==> src/rtl/mac_rr_scheduler.sv <==
// Round-robin scheduler that shares one multiply-accumulate datapath between
// NUM_REQ AXI4-Stream packet sources and emits one tagged sum per packet.
module mac_rr_scheduler #(
  parameter int NUM_REQ = 4,
  parameter int ID_W    = 2,
  parameter int ACC_W   = 16
) (
  input  logic                   clk,
  input  logic                   reset,
  input  logic [NUM_REQ-1:0]     s_axis_tvalid,
  output logic [NUM_REQ-1:0]     s_axis_tready,
  input  logic [NUM_REQ*16-1:0]  s_axis_tdata,
  input  logic [NUM_REQ-1:0]     s_axis_tlast,
  output logic                   m_axis_tvalid,
  input  logic                   m_axis_tready,
  output logic [ACC_W-1:0]       m_axis_tdata,
  output logic [ID_W-1:0]        m_axis_tid,
  output logic [8:0]             m_axis_tuser,
  output logic                   busy
);

  typedef enum logic [1:0] {IDLE, ACCUM, OUT} state_t;

  state_t          state;
  logic [ID_W-1:0] grant;
  logic [ID_W-1:0] last_grant;
  logic [ACC_W-1:0] acc;
  logic [7:0]      count;
  logic            ovf;

  logic [15:0]     beat;
  logic [15:0]     prod;
  logic [ACC_W:0]  sum;
  logic [7:0]      count_nxt;
  logic            ovf_nxt;
  logic            accept;
  logic            last_beat;
  logic            sel;

  function automatic logic [7:0] sat_inc(input logic [7:0] c);
    return (c == 8'hff) ? c : c + 8'd1;
  endfunction

  // Walk downward so the nearest index after 'last' is the final assignment.
  function automatic logic [ID_W-1:0] rr_pick(input logic [NUM_REQ-1:0] vld,
                                              input logic [ID_W-1:0]    last);
    logic [ID_W-1:0] pick;
    int              idx;
    pick = last;
    for (int k = NUM_REQ; k >= 1; k--) begin
      idx = (int'(last) + k) % NUM_REQ;
      if (vld[idx]) pick = ID_W'(idx);
    end
    return pick;
  endfunction

  always_comb begin
    s_axis_tready = '0;
    beat          = '0;
    accept        = 1'b0;
    last_beat     = 1'b0;
    sel           = 1'b0;
    for (int i = 0; i < NUM_REQ; i++) begin
      sel = (state == ACCUM) && (grant == ID_W'(i));
      s_axis_tready[i] = sel;
      if (sel) begin
        beat      = s_axis_tdata[16*i +: 16];
        accept    = s_axis_tvalid[i];
        last_beat = s_axis_tlast[i];
      end
    end
    prod      = 16'(beat[15:8]) * 16'(beat[7:0]);
    sum       = {1'b0, acc} + (ACC_W+1)'(prod);
    count_nxt = sat_inc(count);
    ovf_nxt   = ovf | sum[ACC_W];
  end

  assign busy = (state != IDLE);

  always_ff @(posedge clk) begin
    if (!reset) begin
      state         <= IDLE;
      grant         <= '0;
      last_grant    <= ID_W'(NUM_REQ - 1);
      acc           <= '0;
      count         <= '0;
      ovf           <= 1'b0;
      m_axis_tvalid <= 1'b0;
      m_axis_tdata  <= '0;
      m_axis_tid    <= '0;
      m_axis_tuser  <= '0;
    end else begin
      case (state)
        IDLE: begin
          if (|s_axis_tvalid) begin
            grant <= rr_pick(s_axis_tvalid, last_grant);
            acc   <= '0;
            count <= '0;
            ovf   <= 1'b0;
            state <= ACCUM;
          end
        end
        ACCUM: begin
          if (accept) begin
            acc   <= sum[ACC_W-1:0];
            count <= count_nxt;
            ovf   <= ovf_nxt;
            if (last_beat) begin
              m_axis_tvalid <= 1'b1;
              m_axis_tdata  <= sum[ACC_W-1:0];
              m_axis_tid    <= grant;
              m_axis_tuser  <= {count_nxt, ovf_nxt};
              last_grant    <= grant;
              state         <= OUT;
            end
          end
        end
        OUT: begin
          if (m_axis_tready) begin
            m_axis_tvalid <= 1'b0;
            state         <= IDLE;
          end
        end
        default: state <= IDLE;
      endcase
    end
  end

endmodule

==> config.mk <==
export PLATFORM = sky130hd
export DESIGN_NAME = mac_rr_scheduler
export DESIGN_NICKNAME = d
export VERILOG_FILES = /design/src/rtl/mac_rr_scheduler.sv
export SDC_FILE = /design/constraint.sdc
export NUM_CORES = 1
export LEC_CHECK = 0
export CAP_MARGIN = 5
export CORE_UTILIZATION = 38
export DETAILED_ROUTE_END_ITERATION = 6
export GPL_ROUTABILITY_DRIVEN = 0
export HOLD_SLACK_MARGIN = 0.02
export MAX_ROUTING_LAYER = met4
export PLACE_DENSITY = 0.59
export SETUP_SLACK_MARGIN = 0.05
export SYNTH_ARGS = -nofsm -noshare
export SYNTH_HDL_FRONTEND = slang
export SYNTH_SLANG_ARGS = --single-unit
==> constraint.sdc <==
create_clock -name clk -period 5.85 [get_ports clk]
set_input_delay 0.8775 -clock clk [delete_from_list [all_inputs] [get_ports clk]]
set_output_delay 0.8775 -clock clk [all_outputs]
set_load 0.02 [all_outputs]
# Word-level counts from Yosys, hierarchy flattened
# Cells that the tools add are included.
word_totals:
  out_inout_bits: 33
  regBits: 59
  wordCells: 102
classes:
  add_sub_neg: 6
  n_mux: 47
  reduce_logical: 19
  magnitude_cmp: 4
  multipliers: 1
  eq_ne: 10
  bitwise: 5
ops:
  columns: ["operator", "n"]
  rows:
  - ["16-bit 2-to-1 mux", 6]
  - ["16-bit case mux with 2 select lines", 1]
  - ["8-bit 2-to-1 mux", 3]
  - ["1-bit 2-to-1 mux", 21]
  - ["16-bit by 16-bit adder with 17-bit output", 1]
  - ["3-bit by 4-bit less-than comparator with 1-bit output (second input constant)", 4]
  - ["8-bit by 8-bit multiplier with 16-bit output", 1]
  - ["2-bit 2-to-1 mux", 8]
  - ["8-bit case mux with 2 select lines", 1]
  - ["8-bit by 1-bit adder with 8-bit output (second input constant)", 1]
  - ["1-bit binary-select mux with 2-bit select", 4]
  - ["8-bit == test (second input constant)", 1]
  - ["2-bit inequality test (second input constant)", 4]
  - ["4-bit AND reduction", 2]
  - ["2-bit OR reduction", 4]
  - ["2-bit == test (second input constant)", 3]
  - ["2-bit case mux with 3 select lines", 1]
  - ["3-bit AND reduction", 2]
  - ["2-bit nonzero test", 3]
  - ["2-bit by 1-bit adder with 2-bit output (second input constant)", 2]
  - ["2-bit adder (second input constant)", 2]
  - ["1-bit bitwise AND (first input constant)", 4]
  - ["2-bit by 1-bit == test with 1-bit output (second input constant)", 2]
  - ["1-bit logical AND", 4]
  - ["5 further kinds", 7]

# Logic depth before layout (Yosys ltp)
# Gate-level depths: netlist of run 1.
logic_depth:
  word_depth: 11
  ltp_mapped: 22
  depth_no_buf: 20

# Worst setup path after synthesis of run 1
# OpenSTA, ideal clock, no wires.
synth_path:
  path_kind: "input-to-reg"
  startpoint: "in s_axis_tdata[54]"
  endpoint: "reg acc[15]"
  setup_slack_ps: 550
  required_ps: 5726
  path_stages: 16
  t_arrival_ps: 5176
  path_cell_list: "mux4_2 -> and2_1 -> and2_1 -> fa_1 -> fa_1 -> fa_1 -> inv_1 -> fa_1 -> inv_1 -> ha_1 -> a21oi_1 -> o211ai_1 -> a221oi_1 -> a21oi_1 -> xnor2_1 -> o21ai_0"
synth_via:
  elab_chain_len: 5
synth_lines:
  columns: ["element", "line_no", "source"]
  rows:
  - ["from (decl)", "12", "input logic [NUM_REQ*16-1:0] s_axis_tdata,"]
  - ["16-bit 2-to-1 mux", "66", "if (sel) begin"]
  - ["8-bit by 8-bit multiplier with 16-bit output", "72", "prod = 16'(beat[15:8]) * 16'(beat[7:0]);"]
  - ["16-bit by 16-bit adder with 17-bit output", "73", "sum = {1'b0, acc} + (ACC_W+1)'(prod);"]
  - ["16-bit 2-to-1 mux", "104", "if (accept) begin"]
  - ["16-bit case mux with 2 select lines", "93", "case (state)"]
  - ["to (signal assigned)", "105", "acc <= sum[ACC_W-1:0];"]
  - ["to (decl)", "27", "logic [ACC_W-1:0] acc;"]
# No other way between the ends. The select of a mux whose other input is x is not followed.
# A chain may end at the register's enable or synchronous reset.

# Final worst setup path of run 1
# Ends and elaborated chain as after synthesis.

==> metrics.md, run 1 <==
| Metric | Value |
|---|---|
| Clk Latency, worst-skew pair | 0.33 ns |
| Crit path max-delay family | adder cells |
| Post-Synth Adder-Cell Area | 0.266 |
| Max-slew violations | 0 |
| Final hold vios | 0 |
| Max-cap violations | 0 |
| VDD IR max | 0.158 mV |
| Syn. warnings | 0 |
| Total leakage power | 0.00322 µW |
| CP Class | input port to flop |
| Min Clock Period, post-route | 5.59 ns |
| Post-Synth XOR/XNOR Area | 0.0220 |
| Hold WS | 0.451 ns |
| Vias in the first global route | 5027 |
| Number of routed nets with antenna violations | 0 |
| Relative slew slack | 0.262 |
| Worst Path Required | 6.05 ns |
| Post-Synthesis Cells | 668 |
| Max Used Layer | met4 |
| Met3 routed WL | 1030 µm |
| Metal1 wirelength | 6960 µm |
| Setup slack at placement | -0.294 ns |
| Clock tree buffer depth | 2 |
| Drt initial violations | 331 |
| NetSw | 584 µW |
| P&R area growth vs syn | 33.4% |
| Crit path DAT | 5.79 ns |
| First-pass GRT wire length | 24800 µm |
| CP cell instances | clkdlybuf4s50_1 -> mux4_2 -> and2_1 -> buf_4 -> nand2_1 -> fa_1 -> fa_1 -> fa_1 -> fa_1 -> inv_1 -> ha_1 -> a21oi_1 -> o211ai_1 -> a221oi_2 -> a21oi_1 -> xnor2_1 -> o21ai_0 |
| Initial antenna violation count | 0 |
| DRC violations left | 0 |
| Final setup fails | 0 |
| # diodes | 0 |
| CP max FO | 4 |
| Power per cell area | 236 nW/µm² |
| Internal | 1170 µW |
| Most used cell, CP | fa_1 |
| CP max stage delay | 0.55 ns |
| Final WS setup | 0.260 ns |
| CTS Sinks | 59 |
| DIE AREA | 15200 µm² |
| I/O pin count | 108 |
| Drt pass-1 iters | 5 |
| Fmax | 0.179 GHz |
| Fin crit share | 0.956 |
| Final Util | 0.527 |
| Post-Synth Simple-Gate Area | 0.192 |
| Worst Setup End Kind | flop |
| Avg Inst Size Synth | 8.34 µm² |
| Grt total ovfl | 0 |
| Async SR Flop Fraction | 0 |
| Layout filler cell count | 1323 |
| #FFs+latches synth | 59 |
| Final Cell Area | 7430 µm² |
| TritonCTS clock tree | done |
| Share of cells above drive strength 1 | 0.113 |
| Total GRT Usage | 0.223 |
| Worst hold-check path type | flop to flop |
| Width of the die | 123 µm |
| Post-synth EDFFs | 0 |
| Main combinational cell family by area after synthesis | adder cells |
| Worst path slowest cell | fa_1 |
| Routed vias | 5113 |
| Area after DPL | 7060 µm² |
| Final Routed Wirelength | 15500 µm |
| Sequential share of power | 0.248 |
| # nets final | 958 |
| Commonest register cell after synthesis | dfxtp_1 |
| CTS clk-pin slew, worst paths | 0.05 ns |
| Port Buf Inserts | 107 |
| Clk root buf | clkbuf_16 |
| Setup Skew | 0.00565 ns |
| Net Sw Frac | 0.333 |
| Synth cell types | 48 |
| HPWL Detailed | 12500 µm |
| H-Tree Depth | 3 |
| TritonCTS Buffers | 9 |
| DR WL/cell | 15.8 µm |
| Sequential area share after synthesis | 0.212 |
| Synthesized Nets | 831 |
| Row Count | 43 |
| RSZ-0062 raised after global routing | false |
| Mapped cell area | 5570 µm² |
| DIE HEIGHT | 123 µm |
| Multiplexer share of the synthesized area | 0.0810 |
| DR vias/cell | 5.22 |
| CP bufs+invs | 3 |
| CORE AREA | 14100 µm² |
| Starting Density | 0.395 |
| Tightest Pin Transition | 1.11 ns |
| Outcome | finished clean |
| Logic pwr share | 0.406 |
| Compound-Gate Fraction of Synth Area | 0.131 |
| Met2 routed WL | 7340 µm |
| Clock share of power | 0.346 |
| CP startpoint kind | input port |
| Final Power | 1750 µW |
| Largest net degree at the start of global routing | 62 |
[timing repair]
item                                    CTS  global route
pin swaps                                 0             1
hold buffers                              0             0
endpoints found under the setup margin    2            14
gates cloned                              0             0
buffers inserted                          0             0
resized for setup                         1            12
[cell families after synthesis]
logic type / count (synthesis)
AO/OA/AOI/OAI: 112
XOR/XNOR: 14
adder cells (fa/ha/maj): 88
buffers and inverters: 136
flip-flops: 59
multiplexers: 27
AND/OR/NAND/NOR: 232
[worst min-delay path, cell delays in order (launching register included)]
cell and delay [ns]:
dfxtp_1 0.31, nand2_1 0.05, a21boi_1 0.05
[cell type report]
| cell class | count | area, µm² | area share |
|---|---|---|---|
| well taps | 180 | 225 | 0.0303 |
| clock buffers | 11 | 243 | 0.0327 |
| inverters | 100 | 375 | 0.0505 |
| repair buffers | 152 | 1410 | 0.190 |
| multi-input cells | 473 | 3900 | 0.525 |
| clock inverters | 5 | 100 | 0.0135 |
| flip-flops and latches | 59 | 1180 | 0.159 |
[layer usage]
layer	GRT usage	vias up
met5	-	-
li1	-	2457
met1	0.292	2455
met3	0.0415	14
met4	0.0437	0
met2	0.361	187
[flip-flops by register name (all words and copies together), names as in the netlist]
register / count
acc: 16
count: 8
grant: 2
last_grant: 2
m_axis_tdata: 16
m_axis_tid: 2
m_axis_tuser: 9
m_axis_tvalid: 1
ovf: 1
state: 2
[cell usage in the layout, fill, tap and decap left out, types with 28 or more instances in the layout]
cell,instances
ha_1,37
fa_1,51
dfxtp_1,59
a21boi_0,28
nor2_1,39
nand3_1,40
nand2_1,96
inv_1,100
buf_4,45
clkdlybuf4s50_1,107
[worst paths after layout]
path               startpoint  endpoint  slack, ns  cells after the start
min                    acc[4]    acc[4]       0.45                      2
max          s_axis_tdata[54]   acc[15]       0.26                     17
min reg2reg            acc[4]    acc[4]       0.45                      2
max reg2reg          state[0]   acc[15]       0.34                     17
[through the flow]
step,TNS [ns],std cells
finish,0,980
global route,0,980
CTS,0,980
detailed placement,-2.24,964
global placement,-1.56,964
floorplan,0,668
[power groups by stage]
stage	logic [µW]	registers, µW	clock network, µW
after floorplan	422	444	0
after global placement	704	442	0
after detailed placement	711	442	0
after CTS	716	435	616
after global routing	795	436	641
final	713	435	607
[cells in the mapped netlist, drive strengths merged, types with 17 or more instances]
cell type,n,area (µm²)
o21ai,33,165
nor2,41,154
inv,100,375
dfxtp,59,1180
a21oi,17,85.1
ha,37,463
a21boi,33,248
clkbuf,23,86.3
fa,51,1020
nand3,40,200
nand2,96,360
No activity file was read; power rests on OpenSTA's default activity.
==> run 2: changes to the inputs <==
Settings changed: PLACE_DENSITY 0.59 to 0.65, SETUP_SLACK_MARGIN 0.05 to 0.02, SLEW_MARGIN from default to 20.
==> metrics.md, run 2 (synthesized netlist as in run 1, its figures left out) <==
| Metric | Value |
|---|---|
| Outcome | finished clean |
| Resize count post-CTS | 0 |
| CP max stage delay | 0.54 ns |
| Clk Latency, worst-skew pair | 0.33 ns |
| Tightest Pin Transition | 0.964 ns |
| # diodes | 0 |
| Crit path DAT | 5.81 ns |
| Clock tree buffer depth | 2 |
| Min-Delay Path Depth | 2 |
| I/O pin count | 108 |
| Row Count | 43 |
| Largest net degree at the start of global routing | 62 |
| CP Class | input port to flop |
| Register Area | 1180 µm² |
| CP cell instances | clkdlybuf4s50_1 -> mux4_2 -> and2_1 -> buf_4 -> nand2_1 -> fa_1 -> fa_1 -> fa_1 -> fa_1 -> inv_1 -> ha_1 -> buf_4 -> nand2_1 -> o21ai_1 -> o32ai_2 -> xor2_1 -> o221a_2 |
| Area after DPL | 7050 µm² |
| Largest registers | acc: 16 flops, m_axis_tdata: 16 flops, m_axis_tuser: 9 flops |
| Crit path max-delay family | adder cells |
| Setup TNS | 0 ns |
| TritonCTS Buffers | 9 |
| Min Clock Period, post-route | 5.59 ns |
| Most common cell after layout, fill and taps aside | clkdlybuf4s50_1 |
| Multi-input logic area | 3920 µm² |
| VDD IR max | 0.212 mV |
| CORE AREA | 14100 µm² |
| Share of cells above drive strength 1 | 0.113 |
| Number of routed nets with antenna violations | 0 |
| Worst path slowest cell | fa_1 |
| Power per cell area | 236 nW/µm² |
| Final setup fails | 0 |
| Initial antenna violation count | 0 |
| Worst hold-check path type | flop to flop |
| Clk root buf | clkbuf_16 |
| P&R area growth vs syn | 33.4% |
| DIE AREA | 15200 µm² |
| Reg-to-Reg End | m_axis_tuser[0] |
| WHS Endpoint | acc[0] |
| CP bufs+invs | 4 |
| Min-delay src | acc[0] |
| RSZ-0062 raised after global routing | false |
| CP startpoint kind | input port |
| Worst Path Required | 6.07 ns |
| Final Routed Wirelength | 15600 µm |
| FF-to-FF setup slack | 0.37 ns |
| Setup Skew | 0.00924 ns |
| Most used cell, CP | fa_1 |
| Max-cap violations | 0 |
| Hold buffers post-CTS | 0 |
| Layout filler cell count | 1308 |
| CTS clk-pin slew, worst paths | 0.06 ns |
| Port Buf Inserts | 107 |
| TritonCTS clock tree | done |
| Worst r2r path cells | 17 |
| Final Cell Area | 7440 µm² |
| CTS Sinks | 59 |
| Relative slew slack | 0.356 |
| First-pass GRT wire length | 25300 µm |
| Final hold vios | 0 |
| H-Tree Depth | 3 |
| Final Power | 1760 µW |
| HPWL Detailed | 12300 µm |
| Fin crit share | 0.955 |
| FF-to-FF Start | state[0] |
| Total leakage power | 0.00320 µW |
| Grt total ovfl | 0 |
| Total GRT Usage | 0.223 |
| DR WL/cell | 16.0 µm |
| Max-slew violations | 0 |
| Drt pass-1 iters | 5 |
| Commonest cells after routing, fill and taps aside | 107 x clkdlybuf4s50_1, 100 x inv_1, 96 x nand2_1 |
| DIE HEIGHT | 123 µm |
| CP max FO | 4 |
| Post-CTS Setup Repair Bufs | 0 |
| Routed vias | 5087 |
| Hold WS | 0.457 ns |
| DRC violations left | 0 |
| Vias in the first global route | 5302 |
| Worst Setup End Kind | flop |
| Drt initial violations | 292 |
| Fmax | 0.179 GHz |
| Starting Density | 0.395 |
| DR vias/cell | 5.21 |
| # nets final | 954 |
| Width of the die | 123 µm |
-- run 2: how the worst max path moves through the flow --
stage                                 from               end  slack (ns)  cells after the start
final                      s_axis_tdata[6]   m_axis_tuser[0]        0.26                     17
after CTS                 s_axis_tdata[59]           acc[13]        0.13                     19
after floorplan           s_axis_tdata[54]           acc[15]        0.55                     16
after global routing       s_axis_tdata[6]           acc[15]        0.02                     17
after global placement    s_axis_tdata[59]  m_axis_tdata[15]       -0.11                     19
after detailed placement  s_axis_tdata[59]           acc[13]       -0.21                     19
-- run 2: per-stage QoR --
step                      setup slack, ns  std cells   util
after detailed placement           -0.209        960  0.500
final                               0.262        976  0.528
after global placement             -0.107        960  0.500
after floorplan                     0.550        668      -
after CTS                           0.134        976  0.525
after global routing               0.0211        976  0.528
-- run 2: power breakdown --
part           internal [µW]  leakage [µW]  switching [µW]
combinational            322       0.00256             388
clock                    418      0.000166             194
sequential               420      0.000477            15.6
-- run 2: worst register-to-register path: cells and delay by family (launching register included) --
kind                       cells  cell delay, ns
DFF                            1            0.40
xor gates and xnor gates       1            0.26
buffers and inverters          3            0.15
AOI/OAI and AO/OA              5            1.03
and+or+nand+nor                3            1.22
adders and majority gates      5            2.36
-- run 2: cell type report --
class | instances | share of cell area
multi-input combinational | 473 | 0.526
inverter | 100 | 0.0505
clock inverter | 7 | 0.0167
tap | 180 | 0.0303
timing repair buffer | 148 | 0.187
clock buffer | 9 | 0.0303
sequential | 59 | 0.159
-- run 2: layer usage --
metal	GRT usage	wire length (µm)	part of all wire	vias to the layer above
li1	-	-	-	2442
met1	0.283	6790	0.43	2505
met2	0.373	7870	0.50	118
met3	0.0309	657	0.042	22
met4	0.0580	283	0.018	0
met5	-	0	0	-
